### src/rtl/countdown_timer.sv
// Loadable down-counter with one-shot / auto-reload expiry and a sticky irq.
// Define TIMER_MISS_COUNT_EN to add a saturating count of expiries missed while irq was pending.
module countdown_timer #(
  parameter int WIDTH = 8
) (
  input  logic             clk,
  input  logic             rst,
  input  logic             enable,
  input  logic             load,
  input  logic [WIDTH-1:0] load_value,
  input  logic             periodic,
  input  logic             irq_ack,
  output logic [WIDTH-1:0] count,
  output logic             irq,
  output logic             busy
`ifdef TIMER_MISS_COUNT_EN
  ,
  output logic [3:0]       miss_count
`endif
);

  localparam logic [1:0] IDLE = 2'd0;
  localparam logic [1:0] RUN  = 2'd1;
  localparam logic [1:0] DONE = 2'd2;

  logic [1:0]       state_q, state_d;
  logic [WIDTH-1:0] count_q, count_d;
  logic [WIDTH-1:0] reload_q, reload_d;
  logic             irq_q, irq_d;
  logic             expire;

  // Expiry is the enabled edge that finds the count already at zero; load overrides it.
  assign expire = (state_q == RUN) && enable && !load && (count_q == '0);

  always_comb begin
    state_d  = state_q;
    count_d  = count_q;
    reload_d = reload_q;
    if (load) begin
      state_d  = RUN;
      count_d  = load_value;
      reload_d = load_value;
    end else if (state_q == RUN && enable) begin
      if (count_q != '0) begin
        count_d = count_q - WIDTH'(1);
      end else if (periodic) begin
        count_d = reload_q;
      end else begin
        state_d = DONE;
      end
    end
  end

  // Setting on expiry wins over a simultaneous acknowledge.
  always_comb begin
    irq_d = irq_q;
    if (expire) begin
      irq_d = 1'b1;
    end else if (irq_ack) begin
      irq_d = 1'b0;
    end
  end

  always_ff @(posedge clk or posedge rst) begin
    if (rst) begin
      state_q  <= IDLE;
      count_q  <= '0;
      reload_q <= '0;
      irq_q    <= 1'b0;
    end else begin
      state_q  <= state_d;
      count_q  <= count_d;
      reload_q <= reload_d;
      irq_q    <= irq_d;
    end
  end

  assign count = count_q;
  assign irq   = irq_q;
  assign busy  = (state_q == RUN);

`ifdef TIMER_MISS_COUNT_EN
  logic [3:0] miss_q, miss_d;

  // An acknowledge always empties the counter, even if a miss lands on the same edge.
  always_comb begin
    miss_d = miss_q;
    if (irq_ack) begin
      miss_d = 4'd0;
    end else if (expire && irq_q && miss_q != 4'd15) begin
      miss_d = miss_q + 4'd1;
    end
  end

  always_ff @(posedge clk or posedge rst) begin
    if (rst) begin
      miss_q <= 4'd0;
    end else begin
      miss_q <= miss_d;
    end
  end

  assign miss_count = miss_q;
`endif

endmodule

### config.mk
export PLATFORM = sky130hd
export DESIGN_NAME = countdown_timer
export DESIGN_NICKNAME = d
export VERILOG_FILES = /design/src/rtl/countdown_timer.sv
export SDC_FILE = /design/constraint.sdc
export NUM_CORES = 1
export LEC_CHECK = 0
export BUFFER_PORTS_ARGS = -buffer_cell sky130_fd_sc_hd__clkbuf_2
export CORE_UTILIZATION = 56
export CTS_CLUSTER_DIAMETER = 30
export DETAILED_ROUTE_END_ITERATION = 8
export PLACE_DENSITY = 0.8
export SETUP_SLACK_MARGIN = 0.02
export SLEW_MARGIN = 20
export SYNTH_ARGS = -nofsm -noshare
export SYNTH_HDL_FRONTEND = slang
export SYNTH_SLANG_ARGS = --single-unit
### constraint.sdc
create_clock -name clk -period 4.3 [get_ports clk]
set_input_delay 1.29 -clock clk [delete_from_list [all_inputs] [get_ports clk]]
set_output_delay 1.29 -clock clk [all_outputs]
set_load 0.03 [all_outputs]
## Word-level counts from Yosys, hierarchy flattened

Cells that the tools add are included.

| operators by class | value |
|---|---|
| add/sub/neg operators | 1 |
| equality and inequality tests | 3 |
| multiplexer cells | 10 |
| reduce and logical (&&, ||, !) cells | 11 |

Operator list:

| cell | count |
|---|---|
| $mux 8 | 4 |
| $logic_not 8->1 | 1 |
| $mux 2 | 4 |
| $reduce_bool 8->1 | 1 |
| $sub 8x1->8 const B | 1 |
| $ne 2x2->1 const B | 2 |
| $reduce_bool 2->1 | 2 |
| $logic_and 1x1->1 | 3 |
| $reduce_and 3->1 | 1 |
| $reduce_bool 3->1 | 1 |
| $eq 2x1->1 const B | 1 |
| $mux 1 | 2 |
| $reduce_and 2->1 | 1 |
| $logic_not 1->1 | 1 |

| word-level totals | value |
|---|---|
| flip-flop bits (word level) | 19 |
| bits of input ports | 14 |
| output and inout bits | 10 |
| logic and storage cells | 29 |

## Logic depth before layout (Yosys ltp)

Gate-level depths: netlist of run 1.

| logic depth | value |
|---|---|
| word-level depth | 5 |
| depth in mapped cells | 9 |

## Worst setup path after synthesis of run 1

No wires, ideal clock.

| timing | value |
|---|---|
| kind | input port to flip-flop |
| from | input port load |
| to | register count_q[4] (netlist: count[4]) |
| setup time | 0.083 ns |
| data arrival time | 2.653 ns |
| required time | 4.217 ns |
| path slack | 1.565 ns |
| stages | 6 |
| buffers on the path | 1 |
| cell sequence | clkbuf_1 nor4bb_1 o21ai_1 nor3_1 a221oi_1 o21ai_0 |

| on the way | value |
|---|---|
| cells in the longest elaborated chain, start to end | 2 |

RTL lines:

| what | RTL line | text |
|---|---|---|
| start, declared | 9 | `input logic load,` |
| $reduce_bool 3->1 (no line) / $reduce_bool 2->1 (equally long branches) | - |  |
| $reduce_and 2->1 (no line) | - |  |
| end signal, assigned | 72 | `count_q <= count_d;` |
| end, declared | 27 | `logic [WIDTH-1:0] count_q, count_d;` |

Several ways; a longest one is shown, not always the timed one.
A chain may end at the register's enable or synchronous reset.

## Worst setup path in the final report of run 1

Ends and elaborated chain as after synthesis.

==> metrics.cfg, run 1 <==
[critical_path]
worstSetupPathType = primary input to flop
arrival_ps = 3290
end_kind = flop
cp_max_fo = 25
worstSetupStartpointType = primary input
cp.required_ps = 4520

[routing]
vias_per_cell = 5.738
routed_wirelength_mm = 2.089
drc_errors = 0
vias = 918
route.detailed.wl_per_inst_um = 13.06
remaining_antenna_violation_count = 0
detailedRoute.firstPassIterationCount = 4
drtIter0Drc = 24

[timing]
hold_violations = 0
grt_setup_unrepaired = no
worst-slew-pin-transition_ps = 1031
layout_worst_path_cycle_share = 0.7147
fin_worst_skew_ps = 4.265
timing.slew.headroom = 0.3034
timing_max_transition_violations_final = 0
final.min_clock_period_ps = 3073
final.setup.worst_slack_ps = 1227
finalSetupTns_ps = 0
finalSetupViolCount = 0
max_clock_freq_mhz = 325.4
whs_ps = 508.0

[global_routing]
grt_pass1_wl_mm = 3.353
antenna_found_initial = 0
grtUsageTotal = 0.2304
number_of_global_route_vias_before_repair = 748
grt.overflow.total = 0
grt_max_degree = 26

[clock_network]
cts_tree = built
maximum_buffer_depth_of_the_clock_tree = 2
cts_made_buffers = 3
clkSinkCount = 19
h-tree-depth = 1
cts-resized-gates = 0
clockRootBuffer = sky130_fd_sc_hd__clkbuf_4
post_cts_buffers = 0
clkSlewWorstSetupHoldPaths_ps = 100
cts.hold.buffers_added = 0
clk_latency_ps = 290

[logic_synthesis]
number_of_flops_mapped_to_enable_cells_by_yosys = 0
ys_dominant_reg_cell = sky130_fd_sc_hd__dfrtp_1
ys_seq_area_frac = 0.4578
yosysUniqueCellTypes = 35
avgSynthCellArea_um2 = 9.110
syn_area_mm2 = 0.001038
mappedNetlistNets = 130
netlist_instances = 114
yosys_warns = 0
ys_seq_elements = 19
synth_async_sr_flop_share = 1.000

[floorplanning]
fp.dieArea_mm2 = 0.002031
die-width_um = 45.07
placementRows = 15
core-area_mm2 = 0.001727
initial_utilization = 0.6014
num_io_pins = 24
dieHeight_um = 45.07

[outcome]
run_status = completed

[layout]
layout.nets = 152
antenna-diode-count = 0
filler_cell_count = 153
multi_input_comb_area_um2 = 493.0
layout.area.seq_um2 = 475.5
final_design_area_no_fill_mm2 = 0.001186
synthToLayoutAreaGrowth_pct = 14.22
final_layout_size_suffix_gt1_frac = 0.2370

[placed_design]
place_area_mm2 = 0.001160
pre_cts_setup_slack_ps = 983.6
io_buffer_count = 23
routabilityCongestion = 0.8926
dp_hpwl_mm = 1.520

[power]
power_density_of_the_placed_cells_mw_per_mm2 = 346.5
combinational_power_share = 0.263
power.leakage_nw = 0.5537
sw_frac_of_total = 0.3325
power_frac_seq = 0.523
internal-power_uw = 274.4
vdd_drop_max_v = 0.0001931
clock_power_share = 0.215
power_switching_uw = 136.7

[job]
timing.max_cap.violations = 0

[hold_path]
worst_hold_path_type = flop to flop

[power by group through the flow]
stage,combinational [mW],sequential [mW],clock [mW]
2_1_floorplan,0.0600,0.235,0
3_3_place_gp,0.106,0.217,0
3_5_place_dp,0.108,0.218,0
4_1_cts,0.109,0.214,0.0903
5_1_grt,0.120,0.217,0.0953
6_report,0.108,0.215,0.0883
[flip-flops by register name, indices dropped and copies added, names as in the netlist]
register  cells
count         8
irq           1
reload_q      8
state_q       2
[critical path: stages]
cell and delay (ps):
sky130_fd_sc_hd__clkbuf_2 290, sky130_fd_sc_hd__nor4bb_1 960, sky130_fd_sc_hd__o21ai_1 300, sky130_fd_sc_hd__nor3_1 250
sky130_fd_sc_hd__a221oi_1 60, sky130_fd_sc_hd__o21ai_0 130
[cells in the final DEF (no fill, tap or decap), types with 3 or more instances in the layout]
cell	Yosys	routed
sky130_fd_sc_hd__clkbuf_2	0	23
sky130_fd_sc_hd__dfrtp_1	19	19
sky130_fd_sc_hd__inv_1	12	12
sky130_fd_sc_hd__nand2_1	9	9
sky130_fd_sc_hd__o21ai_0	9	9
sky130_fd_sc_hd__a21oi_1	9	9
sky130_fd_sc_hd__nor3_1	8	8
sky130_fd_sc_hd__mux2_2	5	5
sky130_fd_sc_hd__nor2b_1	3	3
sky130_fd_sc_hd__nor2_1	3	3
sky130_fd_sc_hd__a211o_1	3	3
sky130_fd_sc_hd__clkbuf_4	0	3
[cell type report]
cell class	instances	area share
clock buffers	4	0.02215
inverters	12	0.03797
multi-input cells	77	0.4156
flip-flops and latches	19	0.4008
well taps	25	0.02637
repair buffers	23	0.09705
[Yosys cell counts (2+ instances only)]
cell type	count	share of area
sky130_fd_sc_hd__nand2_1	9	0.033
sky130_fd_sc_hd__inv_1	12	0.043
sky130_fd_sc_hd__dfrtp_1	19	0.46
sky130_fd_sc_hd__nand3_1	2	0.0096
sky130_fd_sc_hd__clkbuf_1	4	0.014
sky130_fd_sc_hd__buf_2	2	0.0096
sky130_fd_sc_hd__xnor2_1	2	0.017
sky130_fd_sc_hd__a21oi_1	9	0.043
sky130_fd_sc_hd__a211o_1	3	0.025
sky130_fd_sc_hd__nor2_1	3	0.011
sky130_fd_sc_hd__nor3_1	8	0.039
sky130_fd_sc_hd__o22ai_1	2	0.012
sky130_fd_sc_hd__mux2_2	5	0.054
sky130_fd_sc_hd__o21bai_1	2	0.014
sky130_fd_sc_hd__nor2b_1	3	0.018
sky130_fd_sc_hd__ha_1	2	0.024
sky130_fd_sc_hd__o21ai_0	9	0.043
[layer usage]
layer	GRT usage	wire length [um]
met1	0.3051	924
met2	0.3739	1002
met3	0.02800	124
met4	0.1091	38
met5	0	0
[metrics by stage]
stage	utilization	std cells	total power, mW
final	0.6870	160	0.4110
after global routing	0.6870	160	0.4326
after floorplan	-	114	0.2953
after CTS	0.6870	160	0.4134
after global placement	0.6717	156	0.3234
after detailed placement	0.6717	156	0.3262
[logic make-up (layout without fill, tap and decap cells)]
logic type / after synthesis / in the layout / share of synthesized area
compound gates: 34 / 34 / 0.2072
fa+ha+maj: 2 / 2 / 0.02409
flops: 19 / 19 / 0.4578
mux: 5 / 5 / 0.05421
buf+inv: 18 / 39 / 0.06746
simple gates: 34 / 34 / 0.1723
xor+xnor: 2 / 2 / 0.01687
[final timing paths]
path / start / to / slack [ps] / cells past startpoint
setup / recovery: load / count[4] / 1230 / 6
hold / removal: state_q[0] / state_q[0] / 510 / 1
setup reg to reg: count[0] / count[1] / 2100 / 6
hold reg to reg: state_q[0] / state_q[0] / 510 / 1
max in group asynchronous: rst / reload_q[2] / 2770 / 2
min in group asynchronous: rst / reload_q[3] / 1080 / 2
(Power assumes the default switching activity.)
==> run 2, diff against run 1 <==
CORE_UTILIZATION = 52   (was 56)
PLACE_DENSITY = 0.75   (was 0.8)
clock period = 3 ns   (was 4.3 ns; I/O delays follow)
==> run 2 against run 1 <==
  * Clock-buffer cell count did not move
  * Register-to-register slack got worse by 1400 ps
  * Combinational power rose by 49%
  * Clock skew fell by 2.2 ps
  * Die area rose by 7.3%
  * Critical path depth did not move
  * Sequential share of layout area fell by 0.50 points
  * Non-clock buffer count rose by 2
  * Wire length rose by 8.1%
  * Clock power rose by 46%
  * Total power rose by 45%
  * Core utilization fell by 2.0 points
  * Largest cell class unchanged
==> metrics.cfg, run 2 (synthesized netlist as in run 1, its figures left out) <==
[layout]
layoutNonFillerInstCount = 162  ; was 160
layout.nets = 154  ; was 152
commonest_non_fill_non_tap_cell_in_the_layout = sky130_fd_sc_hd__clkbuf_2  ; unchanged
layout_common_cells = sky130_fd_sc_hd__clkbuf_2, sky130_fd_sc_hd__dfrtp_1, sky130_fd_sc_hd__inv_1  ; unchanged
synthToLayoutAreaGrowth_pct = 15.66  ; was 14.22%
antenna-diode-count = 0  ; unchanged
final_layout_size_suffix_gt1_frac = 0.2482  ; was 0.2370

[hold_path]
worst_hold_path_type = flop to flop  ; unchanged

[global_routing]
grt_max_degree = 20  ; was 26
grt.overflow.total = 0  ; unchanged
antenna_found_initial = 0  ; unchanged
grt_pass1_wl_mm = 3.581  ; was 3.353 mm
number_of_global_route_vias_before_repair = 818  ; was 748
grtUsageTotal = 0.2378  ; was 0.2304

[outcome]
run_status = completed  ; unchanged

[timing]
final.min_clock_period_ps = 2263
grt_setup_unrepaired = no  ; unchanged
hold_violations = 0  ; unchanged
fin_worst_skew_ps = 2.078  ; was 4.265 ps
worst-slew-pin-transition_ps = 716.4  ; was 1031 ps
timing_max_transition_violations_final = 0  ; unchanged
finalSetupTns_ps = 0  ; unchanged
layout_worst_path_cycle_share = 0.7542
max_clock_freq_mhz = 442.0
finalSetupViolCount = 0  ; unchanged
timing.slew.headroom = 0.5218  ; was 0.3034

[floorplanning]
num_io_pins = 24  ; unchanged
placementRows = 15  ; unchanged
initial_utilization = 0.5764  ; was 0.6014
die-width_um = 46.69  ; was 45.07 um
fp.dieArea_mm2 = 0.002180  ; was 0.002031 mm2
dieHeight_um = 46.69  ; was 45.07 um
core-area_mm2 = 0.001802  ; was 0.001727 mm2

[critical_path]
arrival_ps = 2480  ; was 3290 ps
timing.critical_path.cells = inv_1 > ha_1 > or3b_2 > or2_0 > a211o_1 > a31oi_1  ; was clkbuf_2 > nor4bb_1 > o21ai_1 > nor3_1 > a221oi_1 > o21ai_0
critPathTopFamily = simple AND/OR/NAND/NOR gates  ; unchanged
cp.required_ps = 3220  ; was 4520 ps
critPathMaxStageDelay_ps = 540  ; was 960 ps
end_kind = flop  ; unchanged
worstSetupPathType = flop to flop  ; was primary input to flop
worst_path_max_delay_cell = sky130_fd_sc_hd__or3b_2  ; was sky130_fd_sc_hd__nor4bb_1
timing.critical_path.buf_inv = 1  ; unchanged
timing.reg2reg.setup_slack_ps = 740  ; was 2100 ps
cp_max_fo = 7  ; was 25
worstSetupStartpointType = flop  ; was primary input

[placed_design]
dp_hpwl_mm = 1.649  ; was 1.520 mm
placedCellCount = 158  ; was 156
routabilityCongestion = 0.9072  ; was 0.8926
io_buffer_count = 23  ; unchanged

[power]
vdd_drop_max_v = 0.0002991  ; was 0.0001931 V
power.leakage_nw = 0.5637  ; was 0.5537 nW
power_density_of_the_placed_cells_mw_per_mm2 = 497.8  ; was 346.5 mW/mm2

[clock_network]
clk_latency_ps = 290  ; about the same
cts-resized-gates = 0  ; unchanged
cts.hold.buffers_added = 0  ; unchanged
maximum_buffer_depth_of_the_clock_tree = 2  ; unchanged
clkSlewWorstSetupHoldPaths_ps = 100  ; about the same
cts_made_buffers = 3  ; unchanged
post_cts_buffers = 0  ; unchanged
clockRootBuffer = sky130_fd_sc_hd__clkbuf_4  ; unchanged
clkSinkCount = 19  ; unchanged
h-tree-depth = 1  ; unchanged
cts_tree = built  ; unchanged

[routing]
vias = 908  ; was 918
detailedRoute.firstPassIterationCount = 4  ; unchanged
remaining_antenna_violation_count = 0  ; unchanged
drtIter0Drc = 29  ; was 24
vias_per_cell = 5.605  ; was 5.738
drc_errors = 0  ; unchanged
routed_wirelength_mm = 2.258  ; was 2.089 mm
route.detailed.wl_per_inst_um = 13.94  ; was 13.06 um

[job]
timing.max_cap.violations = 0  ; unchanged

## run 2: cell types whose count changed in the layout (fill, tap and decap cells not counted), sizes merged
cell,before,now
buf,0,2
## run 2: area by class of cell
type	count	area, um2
Clock buffer	4	26.28
Fill cell	148	600.6
Inverter	12	45.04
Multi-Input combinational cell	77	493.0
Sequential cell	19	475.5
Tap cell	25	31.28
Timing Repair Buffer	25	130.1
## run 2: stage by stage
stage	utilization	setup slack (ps)	hold slack [ps]	cell area [um2]	total power [mW]
final	0.6667	737.5	499.7	1201	0.5980
after global routing	0.6667	651.1	544.1	1201	0.6282
after CTS	0.6667	784.4	501.4	1201	0.6002
after detailed placement	0.6521	834.4	476.6	1175	0.4718
after global placement	0.6521	817.7	476.0	1175	0.4696
after floorplan	-	654.8	455.3	1039	0.4233
## run 2: metal layers
layer / global-route usage / part of all wire / routed length (um) / up-vias
met5: 0 / 0 / 0 / -
met4: 0.1086 / 0.019 / 42 / 0
met3: 0.03529 / 0.048 / 109 / 6
met2: 0.3556 / 0.46 / 1047 / 34
met1: 0.3375 / 0.47 / 1059 / 415
li1: - / - / - / 453
## run 2: worst paths after layout
path	from	to	depth (start not counted)
max	count[0]	count[1]	6
max in group asynchronous	rst	state_q[0]	2
min reg2reg	state_q[0]	state_q[0]	1
min in group asynchronous	rst	state_q[1]	2
max reg2reg	count[0]	count[1]	6
min	state_q[0]	state_q[0]	1
## run 2: power by group
part           total, mW  internal (mW)  switching (mW)
clock network      0.129         0.0518          0.0773
registers          0.308          0.281          0.0270
logic              0.161         0.0629          0.0977
==> run 3, diff against run 2 <==
CORE_UTILIZATION = 47   (was 52)
PLACE_DENSITY = 0.72   (was 0.75)
clock period = 1.8 ns   (was 3 ns; I/O delays follow)
==> run 3 against run 2 <==
  * The flow now finishes with violations (negative setup slack)
  * Design area up 26%
  * Clock skew increased by 2.7 ps
  * Fmax rose by 15%
  * Critical endpoint is now count[6]
  * Largest cell class unchanged
==> metrics.cfg, run 3 (synthesized netlist as in run 1, its figures left out) <==
[outcome]
run_status = finished, violations left  ; was completed
failed_checks = negative setup slack

[routing]
drc_errors = 0  ; unchanged
vias = 1067  ; was 908
drtIter0Drc = 24  ; was 29
remaining_antenna_violation_count = 0  ; unchanged
detailedRoute.firstPassIterationCount = 4  ; unchanged
vias_per_cell = 5.616  ; was 5.605
routed_wirelength_mm = 3.078  ; was 2.258 mm
route.detailed.wl_per_inst_um = 16.20  ; was 13.94 um

[timing]
max_clock_freq_mhz = 507.3  ; was 442.0 MHz
fin_worst_skew_ps = 4.804  ; was 2.078 ps
timing.slew.headroom = 0.7082  ; was 0.5218
final.min_clock_period_ps = 1971  ; was 2263 ps
finalSetupViolCount = 8  ; was 0
final.setup.worst_slack_ps = -171.3  ; was 737.5 ps
worst-slew-pin-transition_ps = 431.5  ; was 716.4 ps
timing_max_transition_violations_final = 0  ; unchanged
finalSetupTns_ps = -601.4  ; was 0 ps
grt_setup_unrepaired = yes  ; was no
hold_violations = 0  ; unchanged
layout_worst_path_cycle_share = 1.095  ; was 0.7542

[layout]
layout_common_cells = sky130_fd_sc_hd__buf_4, sky130_fd_sc_hd__clkbuf_2, sky130_fd_sc_hd__dfrtp_1  ; was sky130_fd_sc_hd__clkbuf_2, sky130_fd_sc_hd__dfrtp_1, sky130_fd_sc_hd__inv_1
antenna-diode-count = 0  ; unchanged
layout.nets = 180  ; was 154
layoutNonFillerInstCount = 190  ; was 162
commonest_non_fill_non_tap_cell_in_the_layout = sky130_fd_sc_hd__buf_4  ; was sky130_fd_sc_hd__clkbuf_2
final_layout_size_suffix_gt1_frac = 0.5031  ; was 0.2482
synthToLayoutAreaGrowth_pct = 46.15  ; was 15.66%

[clock_network]
clockRootBuffer = sky130_fd_sc_hd__clkbuf_4  ; unchanged
maximum_buffer_depth_of_the_clock_tree = 2  ; unchanged
clk_latency_ps = 290  ; about the same
h-tree-depth = 1  ; unchanged
cts_tree = built  ; unchanged
cts_made_buffers = 3  ; unchanged
clkSinkCount = 19  ; unchanged
clkSlewWorstSetupHoldPaths_ps = 110  ; was 100 ps
cts.hold.buffers_added = 0  ; unchanged

[critical_path]
worst_path_max_delay_cell = sky130_fd_sc_hd__dfrtp_2  ; was sky130_fd_sc_hd__or3b_2
timing.reg2reg.setup_slack_ps = -170  ; was 740 ps
end_kind = flop  ; unchanged
cp_max_fo = 5  ; was 7
timing.critical_path.buf_inv = 1  ; unchanged
worstSetupStartpointType = flop  ; unchanged
timing.critical_path.cells = inv_2 > ha_4 > or3b_4 > mux2_4 > a21oi_2 > o41ai_1 > mux2_2  ; was inv_1 > ha_1 > or3b_2 > or2_0 > a211o_1 > a31oi_1
arrival_ps = 2160  ; was 2480 ps
worstSetupPathType = flop to flop  ; unchanged
cp.required_ps = 1990  ; was 3220 ps
critPathMaxStageDelay_ps = 430  ; was 540 ps
critPathTopFamily = multiplexers  ; was simple AND/OR/NAND/NOR gates

[global_routing]
number_of_global_route_vias_before_repair = 998  ; was 818
grt_busiest_layer = met2  ; unchanged
grt_max_degree = 24  ; was 20
grt_pass1_wl_mm = 4.471  ; was 3.581 mm
grt_use_met2 = 0.4329  ; was 0.3556
grtUsageTotal = 0.2447  ; was 0.2378
grt.overflow.total = 0  ; unchanged
met3_track_demand_over_resource = 0.02181  ; was 0.03529
antenna_found_initial = 0  ; unchanged
global_route.usage.met1 = 0.3018  ; was 0.3375

[hold_path]
worst_hold_path_type = primary input to asynchronous set/reset pin  ; was flop to flop

[floorplanning]
core-area_mm2 = 0.002022  ; was 0.001802 mm2
die-width_um = 49.01  ; was 46.69 um
fp.dieArea_mm2 = 0.002401  ; was 0.002180 mm2
initial_utilization = 0.5136  ; was 0.5764
placementRows = 16  ; was 15
num_io_pins = 24  ; unchanged
dieHeight_um = 49.01  ; was 46.69 um

[power]
sw_frac_of_total = 0.3470  ; was 0.3379
power_switching_uw = 402.5  ; was 202.1 uW
combinational_power_share = 0.385  ; was 0.269
power_density_of_the_placed_cells_mw_per_mm2 = 764.2  ; was 497.8 mW/mm2
vdd_drop_max_v = 0.0006145  ; was 0.0002991 V
power.total_mw = 1.160  ; was 598.0 uW
internal-power_uw = 757.3  ; was 395.9 uW
clock_power_share = 0.186  ; was 0.216
power_frac_seq = 0.430  ; was 0.515
power.leakage_nw = 0.7032  ; was 0.5637 nW

[placed_design]
routabilityCongestion = 0.8909  ; was 0.9072
io_buffer_count = 23  ; unchanged
placedCellCount = 179  ; was 158
pre_cts_setup_slack_ps = -136.9  ; was 834.4 ps
dp_hpwl_mm = 1.878  ; was 1.649 mm

[job]
timing.max_cap.violations = 0  ; unchanged

==> run 3: power groups by stage <==
stage / clock network, mW / logic [mW] / registers (mW)
after floorplan: 0 / 0.151 / 0.566
after global placement: 0 / 0.351 / 0.500
after detailed placement: 0 / 0.359 / 0.502
after CTS: 0.217 / 0.377 / 0.494
after global routing: 0.240 / 0.477 / 0.503
final: 0.215 / 0.446 / 0.498
==> run 3: metrics by stage <==
step	hold WS (ps)	instance area, um2	utilization
after detailed placement	481.6	1339	0.6621
after floorplan	455.8	1067	-
after global placement	476.2	1339	0.6621
final	223.4	1518	0.7506
after global routing	229.3	1518	0.7506
after CTS	229.3	1399	0.6918
==> run 3: path summary, 6_finish.rpt <==
check | start | endpoint | depth (start not counted)
setup / recovery | count[1] | count[6] | 7
hold / removal | rst | reload_q[1] | 3
setup reg to reg | count[1] | count[6] | 7
hold reg to reg | state_q[0] | state_q[0] | 1
max in group asynchronous | rst | count[0] | 3
min in group clk | irq_ack | irq | 2
==> run 3: worst register-to-register path, cell delays in order, from the launching register on <==
cell and delay [ps]:
sky130_fd_sc_hd__dfrtp_2 430, sky130_fd_sc_hd__inv_2 80, sky130_fd_sc_hd__ha_4 130, sky130_fd_sc_hd__or3b_4 420, sky130_fd_sc_hd__mux2_4 330, sky130_fd_sc_hd__a21oi_2 130, sky130_fd_sc_hd__o41ai_1 80, sky130_fd_sc_hd__mux2_2 270
==> run 3: final cells by class <==
class | instances | area (um2)
flip-flops and latches | 19 | 479.2
clock buffers | 4 | 26.28
repair buffers | 51 | 332.8
inverters | 12 | 45.04
multi-input cells | 77 | 600.6
well taps | 27 | 33.78
fillers | 163 | 504.2
==> run 3: what timing repair did <==
action                     in CTS  in global routing
setup endpoints to repair       7                 11
resized for setup               8                 17
setup buffers                   2                  5
pin swaps                       2                  7
gates cloned                    0                  0
==> run 3: layer usage <==
metal | share of wire | vias to the layer above
li1 | - | 505
met4 | 0.017 | 0
met5 | 0 | -
met1 | 0.42 | 521
met2 | 0.53 | 35
met3 | 0.027 | 6
